==> src/rtl/l1d_data_ram_arb_pkg.sv <==
// L1D shared types: RAM geometry, port payload structs and the data RAM
// arbiter FSM state.
package l1d_package;

  localparam int L1D_INDEX_W       = 6;
  localparam int L1D_WAY_NUM       = 4;
  localparam int L1D_WAY_W         = 2;
  localparam int L1D_OFFSET_W      = 1;
  localparam int L1D_TAG_W         = 20;
  localparam int DATA_RAM_DEPTH    = L1D_INDEX_W + L1D_WAY_W + L1D_OFFSET_W;
  localparam int REQ_DATA_WIDTH    = 32;
  localparam int REQ_DE_WIDTH      = REQ_DATA_WIDTH / 8;
  localparam int L1D_MSHR_ID_WIDTH = 3;
  localparam int SB_PLD_WIDTH      = 10;
  localparam int CREDIT_BUF_DEPTH  = 4;
  localparam int L1D_STARVE_LIMIT  = 8;

  typedef logic [SB_PLD_WIDTH-1:0] sb_payld;

  typedef struct packed {
    logic [L1D_INDEX_W-1:0]    index;
    logic [L1D_WAY_NUM-1:0]    way;
    logic [L1D_OFFSET_W-1:0]   offset;
    logic [REQ_DATA_WIDTH-1:0] wr_data;
    logic                      wr_last;
  } pack_l1d_data_pipe_downstream_rsp;

  typedef struct packed {
    logic [L1D_TAG_W-1:0]    tag;
    logic [L1D_INDEX_W-1:0]  index;
    logic [L1D_WAY_NUM-1:0]  way;
    logic [L1D_OFFSET_W-1:0] offset;
    logic                    rd_last;
  } pack_l1d_mshr_evict_req_pld;

  typedef struct packed {
    logic                      op_is_read;
    logic [L1D_INDEX_W-1:0]    index;
    logic [L1D_WAY_NUM-1:0]    way;
    logic [L1D_OFFSET_W-1:0]   offset;
    logic [REQ_DATA_WIDTH-1:0] wr_data;
    logic [REQ_DE_WIDTH-1:0]   wr_data_be;
    sb_payld                   sb_pld;
  } pack_l1d_mshr_rw_req_pld;

  typedef struct packed {
    logic [L1D_TAG_W-1:0]         tag;
    logic [L1D_INDEX_W-1:0]       index;
    logic [L1D_OFFSET_W-1:0]      offset;
    logic                         rd_last;
    logic [L1D_MSHR_ID_WIDTH-1:0] evict_id;
    logic [REQ_DATA_WIDTH-1:0]    wr_data;
  } pack_l1d_data_ram_evict_req;

  typedef enum logic [1:0] {
    IDLE    = 2'd0,
    LF_LOCK = 2'd1,
    EV_LOCK = 2'd2
  } l1d_arb_state_e;

  typedef enum logic [1:0] {
    GNT_NONE = 2'd0,
    GNT_LF   = 2'd1,
    GNT_EV   = 2'd2,
    GNT_RW   = 2'd3
  } l1d_arb_gnt_e;

  function automatic logic [L1D_WAY_W-1:0] way2bin(
    input logic [L1D_WAY_NUM-1:0] way
  );
    way2bin = '0;
    for (int i = 0; i < L1D_WAY_NUM; i++)
      if (way[i]) way2bin |= L1D_WAY_W'(i);
  endfunction

endpackage

==> src/rtl/l1d_data_ram_arb_if.sv <==
// Request, RAM and response bundle of the L1D data RAM arbiter.
// master = requesters/RAM/credit buffer side, slave = arbiter.
interface l1d_data_ram_arb_if;
  import l1d_package::*;

  logic                             lf_vld;
  logic                             lf_rdy;
  pack_l1d_data_pipe_downstream_rsp lf_pld;

  logic                             ev_vld;
  logic                             ev_rdy;
  pack_l1d_mshr_evict_req_pld       ev_pld;
  logic [L1D_MSHR_ID_WIDTH-1:0]     ev_id;

  logic                             rw_vld;
  logic                             rw_rdy;
  pack_l1d_mshr_rw_req_pld          rw_pld;

  logic                             ram_en;
  logic                             ram_wr;
  logic [DATA_RAM_DEPTH-1:0]        ram_addr;
  logic [REQ_DATA_WIDTH-1:0]        ram_wdata;
  logic [REQ_DE_WIDTH-1:0]          ram_be;
  logic [REQ_DATA_WIDTH-1:0]        ram_rdata;

  logic                             rd_rsp_vld;
  logic [REQ_DATA_WIDTH-1:0]        rd_rsp_data;
  sb_payld                          rd_rsp_sb_pld;

  logic                             ev_out_vld;
  pack_l1d_data_ram_evict_req       ev_out_pld;
  logic                             ev_credit_ret;

  modport master (
    output lf_vld, lf_pld,
    output ev_vld, ev_pld, ev_id,
    output rw_vld, rw_pld,
    output ram_rdata, ev_credit_ret,
    input  lf_rdy, ev_rdy, rw_rdy,
    input  ram_en, ram_wr, ram_addr,
    input  ram_wdata, ram_be,
    input  rd_rsp_vld, rd_rsp_data,
    input  rd_rsp_sb_pld,
    input  ev_out_vld, ev_out_pld
  );

  modport slave (
    input  lf_vld, lf_pld,
    input  ev_vld, ev_pld, ev_id,
    input  rw_vld, rw_pld,
    input  ram_rdata, ev_credit_ret,
    output lf_rdy, ev_rdy, rw_rdy,
    output ram_en, ram_wr, ram_addr,
    output ram_wdata, ram_be,
    output rd_rsp_vld, rd_rsp_data,
    output rd_rsp_sb_pld,
    output ev_out_vld, ev_out_pld
  );

endinterface

==> src/rtl/l1d_data_ram_arb_credit_cnt.sv <==
// Saturating credit counter for the evict output buffer.
// Loads INIT on reset; simultaneous inc/dec leaves the count unchanged.
module l1d_credit_cnt
  import l1d_package::*;
#(
  parameter int CREDIT_NUM = CREDIT_BUF_DEPTH,
  parameter int INIT       = CREDIT_NUM,
  localparam int CW        = $clog2(CREDIT_NUM + 1)
) (
  input  logic          clk,
  input  logic          rst,
  input  logic          dec_i,
  input  logic          inc_i,
  output logic [CW-1:0] count_o,
  output logic          nonzero_o
);

  localparam logic [CW-1:0] MAX = CW'(CREDIT_NUM);

  logic [CW-1:0] count_q;
  logic [CW-1:0] count_d;

  always_comb begin
    count_d = count_q;
    unique case ({inc_i, dec_i})
      2'b10: if (count_q != MAX) count_d = count_q + 1'b1;
      2'b01: if (count_q != '0) count_d = count_q - 1'b1;
      default: ;
    endcase
  end

  always_ff @(posedge clk or posedge rst) begin
    if (rst) count_q <= CW'(INIT);
    else     count_q <= count_d;
  end

  assign count_o   = count_q;
  assign nonzero_o = count_q != '0;

  // A return with every credit already home means the buffer lost track.
  a_no_overflow: assert property (
    @(posedge clk) disable iff (rst)
    !(inc_i && count_q == MAX)
  );

endmodule

==> src/rtl/l1d_data_ram_arb.sv <==
// Single-port L1D data RAM arbiter: linefill writes, evict reads and hit
// read/writes, with burst locking, rw anti-starvation and evict credits.
module l1d_data_ram_arb
  import l1d_package::*;
#(
  parameter int STARVE_LIMIT = L1D_STARVE_LIMIT,
  parameter int CREDIT_NUM   = CREDIT_BUF_DEPTH
) (
  input logic               clk,
  input logic               rst,
  l1d_data_ram_arb_if.slave bus
);

  localparam int SW = $clog2(STARVE_LIMIT + 1);
  localparam int CW = $clog2(CREDIT_NUM + 1);
  localparam logic [SW-1:0] SLIM = SW'(STARVE_LIMIT);

  l1d_arb_state_e state_q;
  l1d_arb_state_e state_d;
  l1d_arb_gnt_e   gnt;

  logic [SW-1:0] starve_q;
  logic [SW-1:0] starve_d;
  logic          starve_hit;

  logic [CW-1:0] cred_cnt;
  logic          cred_nz;

  logic    rd_vld_q;
  logic    rd_vld_d;
  sb_payld rd_sb_q;
  sb_payld rd_sb_d;

  logic                       ev_vld_q;
  logic                       ev_vld_d;
  pack_l1d_data_ram_evict_req ev_q;
  pack_l1d_data_ram_evict_req ev_d;

  logic [L1D_INDEX_W-1:0]    sel_idx;
  logic [L1D_WAY_NUM-1:0]    sel_way;
  logic [L1D_OFFSET_W-1:0]   sel_off;
  logic                      sel_wr;
  logic [REQ_DATA_WIDTH-1:0] sel_wdata;
  logic [REQ_DE_WIDTH-1:0]   sel_be;

  assign starve_hit = starve_q == SLIM;

  l1d_credit_cnt #(
    .CREDIT_NUM (CREDIT_NUM)
  ) u_cred (
    .clk       (clk),
    .rst       (rst),
    .dec_i     (gnt == GNT_EV),
    .inc_i     (bus.ev_credit_ret),
    .count_o   (cred_cnt),
    .nonzero_o (cred_nz)
  );

  always_ff @(posedge clk or posedge rst) begin
    if (rst) state_q <= IDLE;
    else     state_q <= state_d;
  end

  always_comb begin
    state_d = state_q;
    unique case (gnt)
      GNT_LF:  state_d = bus.lf_pld.wr_last ? IDLE : LF_LOCK;
      GNT_EV:  state_d = bus.ev_pld.rd_last ? IDLE : EV_LOCK;
      default: ;
    endcase
  end

  // Grant: a lock admits only its owner; in IDLE a starved rw wins first.
  always_comb begin
    gnt = GNT_NONE;
    if (!rst) begin
      unique case (state_q)
        LF_LOCK: if (bus.lf_vld) gnt = GNT_LF;
        EV_LOCK: if (bus.ev_vld && cred_nz) gnt = GNT_EV;
        default: begin
          if (bus.rw_vld && starve_hit)   gnt = GNT_RW;
          else if (bus.lf_vld)            gnt = GNT_LF;
          else if (bus.ev_vld && cred_nz) gnt = GNT_EV;
          else if (bus.rw_vld)            gnt = GNT_RW;
        end
      endcase
    end
  end

  always_comb begin
    sel_idx   = '0;
    sel_way   = '0;
    sel_off   = '0;
    sel_wr    = 1'b0;
    sel_wdata = '0;
    sel_be    = '0;
    unique case (gnt)
      GNT_LF: begin
        sel_idx   = bus.lf_pld.index;
        sel_way   = bus.lf_pld.way;
        sel_off   = bus.lf_pld.offset;
        sel_wr    = 1'b1;
        sel_wdata = bus.lf_pld.wr_data;
        sel_be    = '1;
      end
      GNT_EV: begin
        sel_idx = bus.ev_pld.index;
        sel_way = bus.ev_pld.way;
        sel_off = bus.ev_pld.offset;
      end
      GNT_RW: begin
        sel_idx = bus.rw_pld.index;
        sel_way = bus.rw_pld.way;
        sel_off = bus.rw_pld.offset;
        sel_wr  = !bus.rw_pld.op_is_read;
        if (!bus.rw_pld.op_is_read) begin
          sel_wdata = bus.rw_pld.wr_data;
          sel_be    = bus.rw_pld.wr_data_be;
        end
      end
      default: ;
    endcase
  end

  always_comb begin
    bus.lf_rdy    = gnt == GNT_LF;
    bus.ev_rdy    = gnt == GNT_EV;
    bus.rw_rdy    = gnt == GNT_RW;
    bus.ram_en    = gnt != GNT_NONE;
    bus.ram_wr    = sel_wr;
    bus.ram_addr  = {sel_idx, way2bin(sel_way), sel_off};
    bus.ram_wdata = sel_wdata;
    bus.ram_be    = sel_be;
  end

  always_comb begin
    starve_d = '0;
    if (bus.rw_vld && gnt != GNT_RW)
      starve_d = starve_hit ? starve_q : starve_q + 1'b1;
  end

  always_comb begin
    rd_vld_d = (gnt == GNT_RW) && bus.rw_pld.op_is_read;
    rd_sb_d  = rd_vld_d ? bus.rw_pld.sb_pld : '0;
    ev_vld_d = gnt == GNT_EV;
    ev_d     = '0;
    if (ev_vld_d) begin
      ev_d.tag      = bus.ev_pld.tag;
      ev_d.index    = bus.ev_pld.index;
      ev_d.offset   = bus.ev_pld.offset;
      ev_d.rd_last  = bus.ev_pld.rd_last;
      ev_d.evict_id = bus.ev_id;
    end
  end

  always_ff @(posedge clk or posedge rst) begin
    if (rst) begin
      starve_q <= '0;
      rd_vld_q <= 1'b0;
      rd_sb_q  <= '0;
      ev_vld_q <= 1'b0;
      ev_q     <= '0;
    end else begin
      starve_q <= starve_d;
      rd_vld_q <= rd_vld_d;
      rd_sb_q  <= rd_sb_d;
      ev_vld_q <= ev_vld_d;
      ev_q     <= ev_d;
    end
  end

  // RAM read data lands one cycle after issue, alongside the registered valid.
  always_comb begin
    bus.rd_rsp_vld    = rd_vld_q;
    bus.rd_rsp_data   = rd_vld_q ? bus.ram_rdata : '0;
    bus.rd_rsp_sb_pld = rd_sb_q;
    bus.ev_out_vld    = ev_vld_q;
    bus.ev_out_pld    = ev_q;
    bus.ev_out_pld.wr_data = ev_vld_q ? bus.ram_rdata : '0;
  end

  a_way_onehot: assert property (
    @(posedge clk) disable iff (rst)
    (gnt != GNT_NONE) |-> $onehot(sel_way)
  );

endmodule

==> src/flat_wrapper.sv <==
// flat-port wrapper written by rule: the top's interface ports become plain ports
module l1d_data_ram_arb_flat import l1d_package::*;
#(
  parameter int STARVE_LIMIT = L1D_STARVE_LIMIT,
  parameter int CREDIT_NUM   = CREDIT_BUF_DEPTH
)
  (clk, rst, bus_lf_vld, bus_lf_pld, bus_ev_vld, bus_ev_pld, bus_ev_id, bus_rw_vld, bus_rw_pld, bus_ram_rdata, bus_ev_credit_ret, bus_lf_rdy, bus_ev_rdy, bus_rw_rdy, bus_ram_en, bus_ram_wr, bus_ram_addr, bus_ram_wdata, bus_ram_be, bus_rd_rsp_vld, bus_rd_rsp_data, bus_rd_rsp_sb_pld, bus_ev_out_vld, bus_ev_out_pld);
  l1d_data_ram_arb_if bus_i ();
  input logic clk;
  input logic rst;
  input wire logic [$bits(bus_i.lf_vld)-1:0] bus_lf_vld;
  input wire logic [$bits(bus_i.lf_pld)-1:0] bus_lf_pld;
  input wire logic [$bits(bus_i.ev_vld)-1:0] bus_ev_vld;
  input wire logic [$bits(bus_i.ev_pld)-1:0] bus_ev_pld;
  input wire logic [$bits(bus_i.ev_id)-1:0] bus_ev_id;
  input wire logic [$bits(bus_i.rw_vld)-1:0] bus_rw_vld;
  input wire logic [$bits(bus_i.rw_pld)-1:0] bus_rw_pld;
  input wire logic [$bits(bus_i.ram_rdata)-1:0] bus_ram_rdata;
  input wire logic [$bits(bus_i.ev_credit_ret)-1:0] bus_ev_credit_ret;
  output wire logic [$bits(bus_i.lf_rdy)-1:0] bus_lf_rdy;
  output wire logic [$bits(bus_i.ev_rdy)-1:0] bus_ev_rdy;
  output wire logic [$bits(bus_i.rw_rdy)-1:0] bus_rw_rdy;
  output wire logic [$bits(bus_i.ram_en)-1:0] bus_ram_en;
  output wire logic [$bits(bus_i.ram_wr)-1:0] bus_ram_wr;
  output wire logic [$bits(bus_i.ram_addr)-1:0] bus_ram_addr;
  output wire logic [$bits(bus_i.ram_wdata)-1:0] bus_ram_wdata;
  output wire logic [$bits(bus_i.ram_be)-1:0] bus_ram_be;
  output wire logic [$bits(bus_i.rd_rsp_vld)-1:0] bus_rd_rsp_vld;
  output wire logic [$bits(bus_i.rd_rsp_data)-1:0] bus_rd_rsp_data;
  output wire logic [$bits(bus_i.rd_rsp_sb_pld)-1:0] bus_rd_rsp_sb_pld;
  output wire logic [$bits(bus_i.ev_out_vld)-1:0] bus_ev_out_vld;
  output wire logic [$bits(bus_i.ev_out_pld)-1:0] bus_ev_out_pld;
  assign bus_i.lf_vld = bus_lf_vld;
  assign bus_i.lf_pld = bus_lf_pld;
  assign bus_i.ev_vld = bus_ev_vld;
  assign bus_i.ev_pld = bus_ev_pld;
  assign bus_i.ev_id = bus_ev_id;
  assign bus_i.rw_vld = bus_rw_vld;
  assign bus_i.rw_pld = bus_rw_pld;
  assign bus_i.ram_rdata = bus_ram_rdata;
  assign bus_i.ev_credit_ret = bus_ev_credit_ret;
  assign bus_lf_rdy = bus_i.lf_rdy;
  assign bus_ev_rdy = bus_i.ev_rdy;
  assign bus_rw_rdy = bus_i.rw_rdy;
  assign bus_ram_en = bus_i.ram_en;
  assign bus_ram_wr = bus_i.ram_wr;
  assign bus_ram_addr = bus_i.ram_addr;
  assign bus_ram_wdata = bus_i.ram_wdata;
  assign bus_ram_be = bus_i.ram_be;
  assign bus_rd_rsp_vld = bus_i.rd_rsp_vld;
  assign bus_rd_rsp_data = bus_i.rd_rsp_data;
  assign bus_rd_rsp_sb_pld = bus_i.rd_rsp_sb_pld;
  assign bus_ev_out_vld = bus_i.ev_out_vld;
  assign bus_ev_out_pld = bus_i.ev_out_pld;
  l1d_data_ram_arb #(.STARVE_LIMIT(STARVE_LIMIT), .CREDIT_NUM(CREDIT_NUM)) u_core (.clk(clk), .rst(rst), .bus(bus_i));
endmodule
==> config.mk <==
export PLATFORM = sky130hd
export DESIGN_NAME = l1d_data_ram_arb_flat
export DESIGN_NICKNAME = d
export VERILOG_FILES = /design/src/rtl/l1d_data_ram_arb_pkg.sv /design/src/rtl/l1d_data_ram_arb_if.sv /design/src/rtl/l1d_data_ram_arb_credit_cnt.sv /design/src/rtl/l1d_data_ram_arb.sv /design/src/flat_wrapper.sv
export SDC_FILE = /design/constraint.sdc
export NUM_CORES = 1
export LEC_CHECK = 0
export BUFFER_PORTS_ARGS = -buffer_cell sky130_fd_sc_hd__buf_2
export CORE_AREA = 2 2 129 131
export CTS_CLUSTER_DIAMETER = 80
export DETAILED_ROUTE_END_ITERATION = 6
export DIE_AREA = 0 0 131 133
export GPL_TIMING_DRIVEN = 0
export PLACE_DENSITY = 0.48
export SLEW_MARGIN = 0
export SYNTH_ARGS = -nofsm -noshare
export SYNTH_HDL_FRONTEND = slang
export SYNTH_HIERARCHICAL = 1
export SYNTH_SLANG_ARGS = --single-unit
==> constraint.sdc <==
create_clock -name clk -period 4.6 [get_ports clk]
set_input_delay 0.23 -clock clk [delete_from_list [all_inputs] [get_ports clk]]
set_output_delay 0.23 -clock clk [all_outputs]
set_load 0.02 [all_outputs]
==> qor.txt <==
First-pass GRT wire length -> 20,400 um
Syn Nets -> 525
Most used cell, CP -> buf_2
FF/Latch Area -> 1300 um^2
Setup ws final -> 0.701 ns
Die height -> 133 um
Clock power frac -> 18.8%
Via density -> 4.14
Global placer's final weighted congestion -> 0.767
Multi-input gate area in the final layout -> 1620 um^2
Pwr Density -> 398 nW/um^2
Fin area -> 5200 um^2
R2R depth -> 11
Ys async rst share -> 100%
Synthesis-to-finish area growth -> 67.7%
Post CTS Setup Buffer Count -> 0
CP top delay family -> buffers and inverters
Die ar. -> 17,400 um^2
Max-capacitance violation count -> 0
Start point of the critical path -> rst
CTS tree -> yes
GRT Total Usage -> 16.0%
Final Hold Vio Count -> 0
Reg2reg setup slack -> 0.95 ns
Final Skew -> 0.00692 ns
Placed Area -> 5040 um^2
Remaining routing DRC violations -> 0
Core region area -> 16,200 um^2
Sequential area share after synthesis -> 42.0%
Cts bufs inserted -> 5
Synth top cells by count -> and2_1, dfrtp_1, nor2_1, a22oi_1, clkbuf_1
Status -> complete, no violations
CP Cell Sequence -> dlygate4sd3_1 > buf_2 > inv_2 > buf_12 > o221ai_4 > buf_2 > inv_1 > ha_1 > nor2b_1 > buf_2 > buf_2 > nor2_1 > nor2_1 > buf_2
Synth top area cells -> dfrtp_1, and2_1, a22oi_1
Min Tclk post-route -> 3.90 ns
Reg2Reg Launch Point -> u_core/state_q[0]
Starting Density -> 19.2%
Crit path kind -> in -> out
Setup crit start kind -> primary input
Slew Viols, Final -> 0
Fin crit share -> 84.8%
Yosys top cell by area -> dfrtp_1
Synth Register Bits -> 52
Reg-to-reg critical path endpoint -> u_core/u_cred/count_o[2]
Critical path required time -> 4.37 ns
Switching Share -> 44.5%
Clock Sinks -> 52
Post-route ant nets -> 0
Worst relative slew slack -> 55.6%
Fin nets -> 862
Top-area cell type share of the netlist area -> 41.2%
Die W -> 131 um
Cell variety after synth -> 39
Psw -> 0.000921 W
CTS root buffer -> clkbuf_16
Leading cell type by number of instances after synthesis -> and2_1
Routed via count -> 3,722
Wire length per cell -> 16.5 um
DRT Wirelength -> 14,800 um
Dpl hpwl -> 12,600 um
CP endpoint kind -> output port
Clock slew at reported path FFs -> 0.08 ns
DP Worst Slack -> 0.892 ns
Post-Synthesis Cells -> 341
RSZ-0062 raised after global routing -> false
Fillers -> 1,744
PortBufs -> 328
Final setup vio count -> 0
CP peak stage delay -> 0.56 ns
Cell Rows -> 47
CTS H-Tree Depth -> 2
Main synth FF type -> dfrtp_1
Synthesized area -> 3100 um^2
Stages on the worst setup path -> 14
Pre-antenna DRT Iters -> 7
Ys Warns -> 6
Initial antenna violation count -> 3
Worst-margin pin slew -> 0.665 ns
Total grt overflow -> 0
Clk_lat worst skew -> 0.30 ns
Hold Crit Class -> in -> reg
Max VDD drop -> 0.164 mV
Top achievable clock speed -> 256 MHz
CP arrival -> 3.67 ns
Critical path buffer and inverter count -> 9
Post-synth EDFFs -> 0
Share of post-route cells with drive strength above 1 -> 52.3%
I/O Pins -> 332
Logic pwr share -> 53.0%
CTS Buffer Depth -> 2
1st-iter DRT viols -> 116
Flop pwr share -> 28.2%
Pint -> 0.00115 W
Syn_area_per_cell -> 9.09 um^2
CP max FO -> 31
Slowest-stage cell, CP -> dlygate4sd3_1
Largest net degree at the start of global routing -> 32
Number of global-route vias before repair -> 3,541
Leak pwr -> 3.06 nW
Critical Path Sink -> bus_ram_wr
Hold path start -> bus_ev_pld[22]
layout make-up:
type	count	share of cell area, %
sequential	52	25.1
tap	220	5.30
multi-input combinational	250	31.1
clock buffer	5	2.41
clock inverter	3	0.433
buffer	28	2.70
antenna	1	0.0482
timing repair buffer	330	32.2
inverter	11	0.795
flip-flops by register name (all words and copies together) (netlist names):
| name | cells |
|---|---|
| u_core/state_q | 2 |
| u_core/bus.rd_rsp_sb_pld | 10 |
| u_core/u_cred/count_o | 3 |
| u_core/bus.ev_out_pld | 31 |
| u_core/bus.ev_out_vld | 1 |
| u_core/starve_q | 4 |
| u_core/bus.rd_rsp_vld | 1 |
per-stage QoR:
step / TNS, ns / cells / util, % / power, W / hold slack [ns]
global placement: -0.376 / 889 / 31.0 / 0.00171 / 0.133
global route: 0 / 899 / 32.1 / 0.00224 / 0.129
detailed placement: 0 / 890 / 31.1 / 0.00171 / 0.139
floorplan: 0 / 341 / - / 0.00129 / -0.0171
finish: 0 / 900 / 32.1 / 0.00207 / 0.139
CTS: 0 / 899 / 32.1 / 0.00211 / 0.132
how the worst min path moves through the flow:
stage,cells after the start,end,slack [ns]
finish,2,u_core/bus.ev_out_pld[53],0.14
global route,2,u_core/bus.ev_out_pld[53],0.13
CTS,2,u_core/bus.ev_out_pld[56],0.13
detailed placement,2,u_core/u_cred/count_o[0],0.14
global placement,2,u_core/u_cred/count_o[0],0.13
floorplan,1,u_core/u_cred/count_o[0],-0.02
timing repair:
item | CTS | global route
hold endpoints to repair | 2 | 0
hold buffers | 1 | 0
gates resized for setup | 0 | 0
kinds of logic after synthesis:
family | count (synthesis) | share of synthesized area, %
AOI/OAI and AO/OA | 63 | 15.5
xor gates and xnor gates | 4 | 1.13
adders and majority gates | 9 | 3.88
buffers and inverters | 39 | 5.85
DFF | 52 | 42.0
muxes | 2 | 0.646
and+or+nand+nor | 172 | 30.9
layout by cell type (no fill, tap or decap), types with 3 or more instances in the layout:
cell,count
buf_2,335
and2_1,97
dfrtp_1,51
nor2_1,50
a22oi_1,33
clkbuf_1,17
inv_1,10
and3_1,10
ha_1,8
a21oi_1,7
a221oi_1,7
clkbuf_16,5
o21ai_0,4
buf_6,3
nand2_1,3
a222oi_1,3
power groups by stage:
stage	Sequential, W	Combinational [W]	Clock [W]
after floorplan	0.000656	0.000629	0
after global placement	0.000593	0.00112	0
after detailed placement	0.000593	0.00112	0
after CTS	0.000585	0.00112	0.000406
after global routing	0.000594	0.00122	0.000423
final	0.000583	0.00110	0.000390
per-layer routing:
metal / global-route usage (%) / routed length (um)
met2: 33.7 / 8280
met5: 0 / 0
met3: 2.91 / 1170
met1: 15.6 / 5230
met4: 2.66 / 132
No activity file was read; power rests on OpenSTA's default activity.
